## config.mk

```make
export PLATFORM = sky130hd
export DESIGN_NAME = elastic_fifo
export DESIGN_NICKNAME = d
export VERILOG_FILES = /design/src/rtl/elastic_fifo_pkg.sv /design/src/rtl/elastic_fifo_wrap_counter.sv /design/src/rtl/elastic_fifo.sv
export SDC_FILE = /design/constraint.sdc
export NUM_CORES = 1
export LEC_CHECK = 0
export BUFFER_PORTS_ARGS = -buffer_cell sky130_fd_sc_hd__buf_4
export CORE_UTILIZATION = 46
export DETAILED_ROUTE_END_ITERATION = 8
export GPL_TIMING_DRIVEN = 0
export HOLD_SLACK_MARGIN = 0.12
export PLACE_DENSITY = 0.66
export RECOVER_POWER = 50
export SLEW_MARGIN = 10
export SYNTH_ARGS = -nofsm -noshare
export SYNTH_HDL_FRONTEND = slang
export SYNTH_HIERARCHICAL = 1
export SYNTH_SLANG_ARGS = --single-unit
```

## constraint.sdc

```tcl
create_clock -name clock -period 5.5 [get_ports clock]
set_input_delay 0.825 -clock clock [delete_from_list [all_inputs] [get_ports clock]]
set_output_delay 0.825 -clock clock [all_outputs]
set_load 0.02 [all_outputs]
```

## src/rtl/elastic_fifo_pkg.sv

```systemverilog
// Shared definitions for the elastic FIFO: the sizing helper and the minimum legal depth.
package elastic_fifo_pkg;

   localparam int MIN_DEPTH = 2;

   // Bits needed to hold values 0..value-1.
   function automatic int clog2(input int value);
      int result;
      int remaining;
      result    = 0;
      remaining = value - 1;
      while (remaining > 0) begin
         result++;
         remaining = remaining >> 1;
      end
      return result;
   endfunction

endpackage

```

## src/rtl/elastic_fifo_wrap_counter.sv

```systemverilog
// Modulo-(MAX+1) pointer used for the FIFO head and tail. It works for depths that are not powers of two.
module elastic_fifo_wrap_counter
   import elastic_fifo_pkg::*;
#(
   parameter int WIDTH_P = 2,
   parameter int MAX     = 3
) (
   input  logic               clock,
   input  logic               reset,
   input  logic               clr,
   input  logic               inc,
   output logic [WIDTH_P-1:0] value
);

   localparam logic [WIDTH_P-1:0] MAX_V = WIDTH_P'(MAX);

   logic [WIDTH_P-1:0] value_d;
   logic [WIDTH_P-1:0] value_q;

   always_comb begin
      value_d = value_q;
      if (reset || clr) begin
         value_d = '0;
      end else if (inc) begin
         value_d = (value_q == MAX_V) ? '0 : value_q + WIDTH_P'(1);
      end
   end

   always_ff @(posedge clock) begin
      value_q <= value_d;
   end

   assign value = value_q;

endmodule

```

## src/rtl/elastic_fifo.sv

```systemverilog
// Valid/ready FIFO between a producer and a consumer. Words show up at the head one cycle after they are enqueued, and there is no bypass.
module elastic_fifo
   import elastic_fifo_pkg::*;
#(
   parameter int  WIDTH = 32,
   parameter int  DEPTH = 4,
   localparam int CNT_W = clog2(DEPTH + 1)
) (
   input  logic             clock,
   input  logic             reset,
   input  logic             clear,
   input  logic             enq_valid,
   output logic             enq_ready,
   input  logic [WIDTH-1:0] enq_data,
   output logic             deq_valid,
   input  logic             deq_ready,
   output logic [WIDTH-1:0] deq_data,
   output logic [CNT_W-1:0] count
);

   localparam int PTR_W = clog2(DEPTH);

   if (DEPTH < MIN_DEPTH) begin : g_depth_check
      $error("elastic_fifo: DEPTH must be at least 2");
   end

   logic [WIDTH-1:0] storage_d [DEPTH];
   logic [WIDTH-1:0] storage_q [DEPTH];
   logic [CNT_W-1:0] count_d;
   logic [CNT_W-1:0] count_q;
   logic [PTR_W-1:0] head;
   logic [PTR_W-1:0] tail;
   logic             enq_fire;
   logic             deq_fire;

   // The handshake signals depend only on occupancy and reset. The partner's valid and ready never reach them.
   assign enq_ready = !reset && (count_q != CNT_W'(DEPTH));
   assign deq_valid = !reset && (count_q != '0);
   assign deq_data  = storage_q[head];
   assign count     = count_q;

   // A clear cycle drops any transfer that happens in the same cycle.
   assign enq_fire  = enq_valid && enq_ready && !clear;
   assign deq_fire  = deq_valid && deq_ready && !clear;

   elastic_fifo_wrap_counter #(.WIDTH_P(PTR_W), .MAX(DEPTH - 1)) u_head (
      .clock (clock),
      .reset (reset),
      .clr   (clear),
      .inc   (deq_fire),
      .value (head)
   );

   elastic_fifo_wrap_counter #(.WIDTH_P(PTR_W), .MAX(DEPTH - 1)) u_tail (
      .clock (clock),
      .reset (reset),
      .clr   (clear),
      .inc   (enq_fire),
      .value (tail)
   );

   always_comb begin
      storage_d = storage_q;
      if (enq_fire) begin
         storage_d[tail] = enq_data;
      end
   end

   always_comb begin
      count_d = count_q;
      if (reset || clear) begin
         count_d = '0;
      end else begin
         case ({enq_fire, deq_fire})
            2'b10:   count_d = count_q + CNT_W'(1);
            2'b01:   count_d = count_q - CNT_W'(1);
            default: count_d = count_q;
         endcase
      end
   end

   // Storage has no reset. Entries only matter after they have been written.
   always_ff @(posedge clock) begin
      storage_q <= storage_d;
      count_q   <= count_d;
   end

   a_count_bound : assert property (@(posedge clock) disable iff (reset)
      count_q <= CNT_W'(DEPTH));

   a_deq_stable : assert property (@(posedge clock) disable iff (reset)
      (deq_valid && !deq_ready && !clear) |=> (deq_valid && $stable(deq_data)));

   a_enq_hold : assert property (@(posedge clock) disable iff (reset)
      (enq_valid && !enq_ready && !clear) |=> (enq_valid && $stable(enq_data)));

endmodule
```

==> results_tabular.tex, run 1 <==
\begin{tabular}{lr}
\hline
Metric & Value \\
\hline
\multicolumn{2}{l}{\textbf{Run status}} \\
Outcome & complete, no violations \\
\multicolumn{2}{l}{\textbf{Placed design}} \\
Buffers on Ports & 73 \\
Final GP Congestion & roughly 0.68 \\
Minimum setup slack after placement & 2.60 ns \\
Post-DP HPWL & 5660 um \\
Instance count after placement with tap cells included & about 440 \\
\multicolumn{2}{l}{\textbf{Routing}} \\
Number of vias in the routed layout & 2425 \\
Remaining routing DRC violations & 0 \\
Routed Antenna Nets & 0 \\
Sum of routed wire length over all layers & 8580 um \\
Detailed router's first-iteration violation count & 64 \\
Initial DRT Pass Iterations & 4 \\
Routed WL per cell & between 15 and 20 um \\
Detail-routed via count per cell & 5.18 \\
\multicolumn{2}{l}{\textbf{Yosys}} \\
Sequential area share after synthesis & roughly four fifths \\
Synth area leaders & edfxtp\_1 76\%, mux4\_2 13\%, dfxtp\_1 2.8\% \\
Instance count of the mapped netlist & 214 \\
Post-synth net total & approximately 260 \\
Leading cell type by number of instances after synthesis & edfxtp\_1 \\
EDFF count, synth & 128 \\
Async S/R FF share, synth & 0\% \\
Top post-synthesis cells by count & 128 x edfxtp\_1, 30 x mux4\_2, 7 x dfxtp\_1 \\
Average cell area after synthesis & 23.7 um2 \\
Top cell type by total area after synthesis & edfxtp\_1 \\
Share of the synthesized area in the top cell type & around three quarters \\
Number of storage elements in the synthesis netlist & 135 \\
Mapped cell area & 0.00508 mm2 \\
Total of warnings raised by yosys & 6 \\
Number of distinct standard cells referenced by the synthesized netlist & 25 \\
Top\_reg\_cell synth & edfxtp\_1 \\
\multicolumn{2}{l}{\textbf{Timing}} \\
Count of endpoints failing hold in the final timing report & 0 \\
Setup repair after global routing missed its margin & false \\
Period utilization & 52.5\% \\
Setup Total Neg Slack & 0 ns \\
Achievable clock frequency & 346 MHz \\
Clock tree skew after final layout & 0.00670 ns \\
Rel. slew slack & between 50\% and 60\% \\
Worst-margin pin slew & between 0.7 and 0.8 ns \\
Time the worst path needs with I/O delays and setup & between 2 and 3 ns \\
Total count of max-transition violations in the final report & 0 \\
Total setup violations reported at the end of the flow & 0 \\
Fin worst setup slack & 2.61 ns \\
\multicolumn{2}{l}{\textbf{Floorplan}} \\
Vert. Die Dim & about 110 um \\
DIE WIDTH & 107 um \\
Die area & 0.0115 mm2 \\
Initial core utilization & 48.3\% \\
Io pins & 74 \\
Core outline area & between 0.01 and 0.015 mm2 \\
Standard-cell row count & 37 \\
\multicolumn{2}{l}{\textbf{Critical path}} \\
Startpoint of the lowest-slack register-to-register path & count[0]\$\_SDFFE\_PP0P\_ \\
Startpoint type of the worst setup path & input pin \\
Endpoint type of the worst setup path & register \\
Class of the most critical setup path & input pin to register \\
Start point of the critical path & reset \\
Maximum fanout encountered on the critical timing path & 10 \\
Data required time at the worst endpoint & around 5.7 ns \\
Worst EP arrival & approximately 3.1 ns \\
\multicolumn{2}{l}{\textbf{Cells and area}} \\
Fraction of layout cells with a size suffix above 1 & 35.2\% \\
Net count reported at finish & 360 \\
Fin cells & 468 \\
Area used by sequential logic in the layout & 0.00398 mm2 \\
Layout overhead on the synthesized area & 25.7\% \\
Total area of multi-input combinational cells & 996 um2 \\
Final core area utilization & 60.7\% \\
Fillers & 785 \\
Antenna Diode Count & 0 \\
\multicolumn{2}{l}{\textbf{Worst hold path}} \\
Class of the worst hold path & register to register \\
Startpoint of the worst hold path & u\_head/value[0]\$\_SDFFE\_PP0P\_ \\
\multicolumn{2}{l}{\textbf{Global route}} \\
Vias in the first global route & 2520 \\
Total global routing track utilization & 16.6\% \\
Initial antenna violation count & 0 \\
Grt total ovfl & 0 \\
Largest net degree at the start of global routing & 19 \\
Wire length of the first global-routing pass & around 13000 um \\
\multicolumn{2}{l}{\textbf{CTS}} \\
Clock root buffer & clkbuf\_8 \\
Level count of the clock H-tree & 4 \\
Hold buffer count at CTS & 0 \\
Clock sink total & 135 \\
Clock insertion delay at the later pin of the skew report & about 0.50 ns \\
Maximum root-to-sink buffer count & 2 \\
Number of resized instances in the post-cts repair step & 0 \\
Post-CTS setup-driven buffer insertion count & 0 \\
CTS Buf Count & 17 \\
Worst-path clk slew & 0.06 ns \\
Clock tree from TritonCTS & built \\
\multicolumn{2}{l}{\textbf{Pwr}} \\
Sequential Power Share & 49.6\% \\
Reported net switching power & 475 uW \\
Power density over the cells & 359 mW/mm2 \\
Sw Ratio & 20.7\% \\
Reported leakage power & 2.08 nW \\
Clock network fraction of total power & 47.7\% \\
Final Total Pwr & 2.29 mW \\
Cell internal pwr & 1.81 mW \\
Portion of total power attributed to combinational logic & 2.7\% \\
Worst VDD drop & 0.000186 V \\
\multicolumn{2}{l}{\textbf{Run}} \\
MaxCap Viol Count & 0 \\
\hline
\end{tabular}
[final timing paths]
path,end,slack [ns],cells past startpoint
worst max-delay path,storage_q[92]$_DFFE_PP_,2.61,7
worst min-delay path,u_head/value[0]$_SDFFE_PP0P_,0.54,2
worst max register to register,storage_q[92]$_DFFE_PP_,2.78,6
worst min register to register,u_head/value[0]$_SDFFE_PP0P_,0.54,2
[cells in the final DEF, fill, tap and decap left out, types with 3 or more instances in the layout]
master	Yosys	layout
clkbuf_16	0	16
inv_8	0	3
clkbuf_1	0	38
ha_1	3	3
nor3_1	6	5
inv_1	4	4
or3b_1	3	3
buf_2	3	3
inv_6	0	3
nor2_1	5	4
mux4_2	30	30
buf_4	0	40
edfxtp_1	128	128
clkinv_4	0	3
buf_12	3	3
dfxtp_1	7	7
buf_6	1	8
[stage by stage]
stage / hold WS (ns) / cell area [um2]
after floorplan: 0.501 / 5080
after detailed placement: 0.536 / 5970
final: 0.541 / 6380
after global routing: 0.521 / 6380
after CTS: 0.481 / 6560
after global placement: 0.522 / 5800
[cell type report]
| type | instances | area share, % |
|---|---|---|
| Buffer | 7 | 1.35 |
| Clock buffer | 17 | 6.49 |
| Clock inverter | 15 | 2.65 |
| Sequential cell | 135 | 62.4 |
| Timing Repair Buffer | 86 | 8.60 |
| Inverter | 4 | 0.235 |
| Multi-Input combinational cell | 68 | 15.6 |
| Tap cell | 136 | 2.67 |
[flip-flops by register name, summed over array words and instances, names as in the netlist]
name and cells:
storage_q 128, count 3, u_tail/value 2, u_head/value 2
[kinds of logic after synthesis]
group | Yosys count | synth area share [%]
flops | 135 | 78.4
mux | 34 | 14.7
simple gates | 23 | 2.51
compound gates | 5 | 0.837
fa+ha+maj | 4 | 1.13
buf+inv | 11 | 2.00
xor+xnor | 2 | 0.345
[layer usage]
metal | part of all wire (%) | global-route usage, % | wire length (um)
met5 | 0 | 0 | 0
met4 | 0.76 | 6.85 | 65
met3 | 4.2 | 5.35 | 362
met2 | 50 | 26.5 | 4300
met1 | 45 | 21.1 | 3850
[critical path: stages]
cell and delay [ns]:
clkbuf_1 0.19, nor2_1 0.20, nand3_1 0.29, nor3b_1 0.28
clkbuf_1 0.54, clkbuf_1 0.54, buf_6 0.23
[power groups by stage]
stage          Sequential, mW  Combinational [mW]  Clock [mW]
3_5_place_dp             1.16              0.0733           0
5_1_grt                  1.14              0.0672        1.16
4_1_cts                  1.14              0.0735        1.12
2_1_floorplan            1.16              0.0244           0
3_3_place_gp             1.16              0.0679           0
6_report                 1.14              0.0616        1.09
No activity file was read; power rests on OpenSTA's default activity.
==> run 2: changes to the inputs <==
Clock period 5.5 ns to 2.8 ns, I/O delays scaled along.
==> run 2 against run 1 <==
Effect of this change:
- register-to-register slack got worse by 2.4 ns
- final cell count rose by 7.5%
- non-clock buffer count rose by 35
- sequential power rose by 96%
- count of clock-buffer cells in the layout did not move
- setup slack got worse by 2.3 ns
- largest power group unchanged
- die area did not move
- global-route usage rose by 0.45 points
- hold slack got worse by 0.16 ns
- flip-flop and latch count did not move
- first-iteration DRC count fell by 11%
- utilization rose by 3.5 points
==> results_tabular.tex, run 2 (synthesized netlist as in run 1, its figures left out) <==
\begin{tabular}{lr}
\hline
Metric & Value \\
\hline
\multicolumn{2}{l}{\textbf{Run status}} \\
Outcome & complete, no violations (unchanged) \\
\multicolumn{2}{l}{\textbf{Worst hold path}} \\
Class of the worst hold path & input pin to register (was register to register) \\
Hold-critical path depth & 5 (was 2) \\
Startpoint of the worst hold path & deq\_ready (was u\_head/value[0]\$\_SDFFE\_PP0P\_) \\
Worst min-delay path endpoint & u\_head/value[1]\$\_SDFFE\_PP0P\_ (was u\_head/value[0]\$\_SDFFE\_PP0P\_) \\
\multicolumn{2}{l}{\textbf{Critical path}} \\
Data required time at the worst endpoint & 3.01 ns (was 5.71 ns) \\
Critical register-to-register path endpoint & count[2]\$\_SDFFE\_PP0P\_ (was storage\_q[92]\$\_DFFE\_PP\_) \\
Worst EP arrival & 2.68 ns (was 3.10 ns) \\
Startpoint type of the worst setup path & input pin (unchanged) \\
Class of the most critical setup path & input pin to register (unchanged) \\
Startpoint of the lowest-slack register-to-register path & count[2]\$\_SDFFE\_PP0P\_ (was count[0]\$\_SDFFE\_PP0P\_) \\
Endpoint type of the worst setup path & register (unchanged) \\
Cells on worst reg2reg path & 8 (was 6) \\
Maximum fanout encountered on the critical timing path & 9 (was 10) \\
Reg2Reg Setup Slack & 0.40 ns (was 2.78 ns) \\
\multicolumn{2}{l}{\textbf{CTS}} \\
Clock tree from TritonCTS & built (unchanged) \\
Clock insertion delay at the later pin of the skew report & 0.51 ns (was 0.50 ns) \\
Clock root buffer & clkbuf\_8 (unchanged) \\
Clock sink total & 135 (unchanged) \\
CTS Buf Count & 17 (unchanged) \\
Maximum root-to-sink buffer count & 2 (unchanged) \\
Level count of the clock H-tree & 4 (unchanged) \\
Worst-path clk slew & 0.06 ns (about the same) \\
\multicolumn{2}{l}{\textbf{Cells and area}} \\
Fillers & 762 (was 785) \\
Number of flip-flops under the largest register name & 128 (unchanged) \\
Final Cell Area & 0.00675 mm2 (was 0.00638 mm2) \\
Antenna Diode Count & 0 (unchanged) \\
Fraction of layout cells with a size suffix above 1 & 32.4\% (was 35.2\%) \\
Layout overhead on the synthesized area & 33.0\% (was 25.7\%) \\
Net count reported at finish & 395 (was 360) \\
Final core area utilization & 64.3\% (was 60.7\%) \\
Most flops, register & storage\_q (unchanged) \\
Highest-count cells in the layout ignoring fill and taps & 128 x edfxtp\_1, 39 x buf\_4, 37 x clkbuf\_1 (was 128 x edfxtp\_1, 40 x buf\_4, 38 x clkbuf\_1) \\
Commonest non-fill, non-tap cell in the layout & edfxtp\_1 (unchanged) \\
\multicolumn{2}{l}{\textbf{Global route}} \\
Total global routing track utilization & 17.1\% (was 16.6\%) \\
Largest net degree at the start of global routing & 19 (unchanged) \\
Wire length of the first global-routing pass & 13900 um (was 13400 um) \\
Vias in the first global route & 2668 (was 2520) \\
Grt total ovfl & 0 (unchanged) \\
Initial antenna violation count & 0 (unchanged) \\
\multicolumn{2}{l}{\textbf{Floorplan}} \\
Die area & 0.0115 mm2 (unchanged) \\
Initial core utilization & 48.3\% (unchanged) \\
Standard-cell row count & 37 (unchanged) \\
Io pins & 74 (unchanged) \\
DIE WIDTH & 107 um (unchanged) \\
Core outline area & 0.0105 mm2 (unchanged) \\
Vert. Die Dim & 107 um (unchanged) \\
\multicolumn{2}{l}{\textbf{Routing}} \\
Detail-routed via count per cell & 5.05 (was 5.18) \\
Sum of routed wire length over all layers & 8780 um (was 8580 um) \\
Initial DRT Pass Iterations & 4 (unchanged) \\
Remaining routing DRC violations & 0 (unchanged) \\
Number of vias in the routed layout & 2540 (was 2425) \\
Routed WL per cell & 17.4 um (was 18.3 um) \\
Routed Antenna Nets & 0 (unchanged) \\
Detailed router's first-iteration violation count & 57 (was 64) \\
\multicolumn{2}{l}{\textbf{Timing}} \\
Setup Total Neg Slack & 0 ns (unchanged) \\
Period utilization & 87.9\% \\
Worst-margin pin slew & 0.719 ns (was 0.726 ns) \\
Setup repair after global routing missed its margin & false (unchanged) \\
Count of endpoints failing hold in the final timing report & 0 (unchanged) \\
Total setup violations reported at the end of the flow & 0 (unchanged) \\
Achievable clock frequency & 406 MHz \\
Total count of max-transition violations in the final report & 0 (unchanged) \\
Rel. slew slack & 51.9\% (was 51.5\%) \\
Clock tree skew after final layout & 0.00614 ns (was 0.00670 ns) \\
Time the worst path needs with I/O delays and setup & 2.46 ns \\
\multicolumn{2}{l}{\textbf{Pwr}} \\
Power density over the cells & 671 mW/mm2 (was 359 mW/mm2) \\
Final Total Pwr & 4.53 mW (was 2.29 mW) \\
Reported leakage power & 2.24 nW (was 2.08 nW) \\
Worst VDD drop & 0.000367 V (was 0.000186 V) \\
\multicolumn{2}{l}{\textbf{Placed design}} \\
Final GP Congestion & 0.680 (unchanged) \\
Buffers on Ports & 73 (unchanged) \\
Cell Area, Placed & 0.00597 mm2 (unchanged) \\
Post-DP HPWL & 5660 um (unchanged) \\
\multicolumn{2}{l}{\textbf{Run}} \\
MaxCap Viol Count & 0 (unchanged) \\
\hline
\end{tabular}
[run 2: cell types whose count changed in the layout (fill, tap and decap cells not counted)]
cell / change
a211oi_1: -1
clkbuf_1: -1
a211oi_2: +1
buf_4: -1
dlygate4sd3_1: +35
buf_6: +1
buf_8: +1
[run 2: worst max path at each step]
stage / slack, ns / from / end
global placement: -3.03 / reset / storage_q[56]$_DFFE_PP_
floorplan: -0.93 / count[0]$_SDFFE_PP0P_ / storage_q[64]$_DFFE_PP_
detailed placement: 0.31 / reset / storage_q[120]$_DFFE_PP_
CTS: 0.30 / reset / storage_q[125]$_DFFE_PP_
global route: 0.14 / reset / storage_q[61]$_DFFE_PP_
finish: 0.34 / reset / storage_q[61]$_DFFE_PP_
[run 2: layer usage]
layer | up-vias | share of wire (%) | GRT usage, %
li1 | 1183 | - | -
met1 | 1293 | 45 | 21.6
met2 | 57 | 50 | 27.6
met3 | 7 | 3.7 | 5.17
met4 | 0 | 0.97 | 6.85
met5 | - | 0 | 0
[run 2: what timing repair did]
action / CTS / global route
gates resized for setup: 0 / 0
hold buffers: 35 / 0
hold endpoints to repair: 133 / 0
setup buffers: 0 / 0
[run 2: per-stage QoR]
stage | worst slack (ns) | cells | hold WS, ns
floorplan | -0.929 | 214 | 0.485
global placement | -3.03 | 423 | 0.522
detailed placement | 0.308 | 436 | 0.536
CTS | 0.297 | 503 | 0.363
global route | 0.145 | 503 | 0.427
finish | 0.338 | 503 | 0.385
[run 2: cell type report]
cell class / count / area [um2] / share of cell area (%)
plain buffers: 7 / 86.3 / 1.28
repair buffers: 121 / 915 / 13.5
inverters: 4 / 15.0 / 0.222
flip-flops and latches: 135 / 3980 / 59.0
clock buffers: 17 / 414 / 6.13
clock inverters: 15 / 169 / 2.50
multi-input cells: 68 / 1000 / 14.8
well taps: 136 / 170 / 2.52
[run 2: report_power, final]
group | switching, mW | internal (mW)
Sequential | 0.00436 | 2.23
Combinational | 0.0779 | 0.0806
Clock | 0.855 | 1.29
Total | 0.937 | 3.60
[run 2: worst max-delay path, stage by stage]
cell and delay [ns]:
dlygate4sd3_1 0.54, buf_4 0.17, nor2_1 0.16, nand3_1 0.29, nor3b_1 0.69, buf_6 0.25
buf_6 0.16
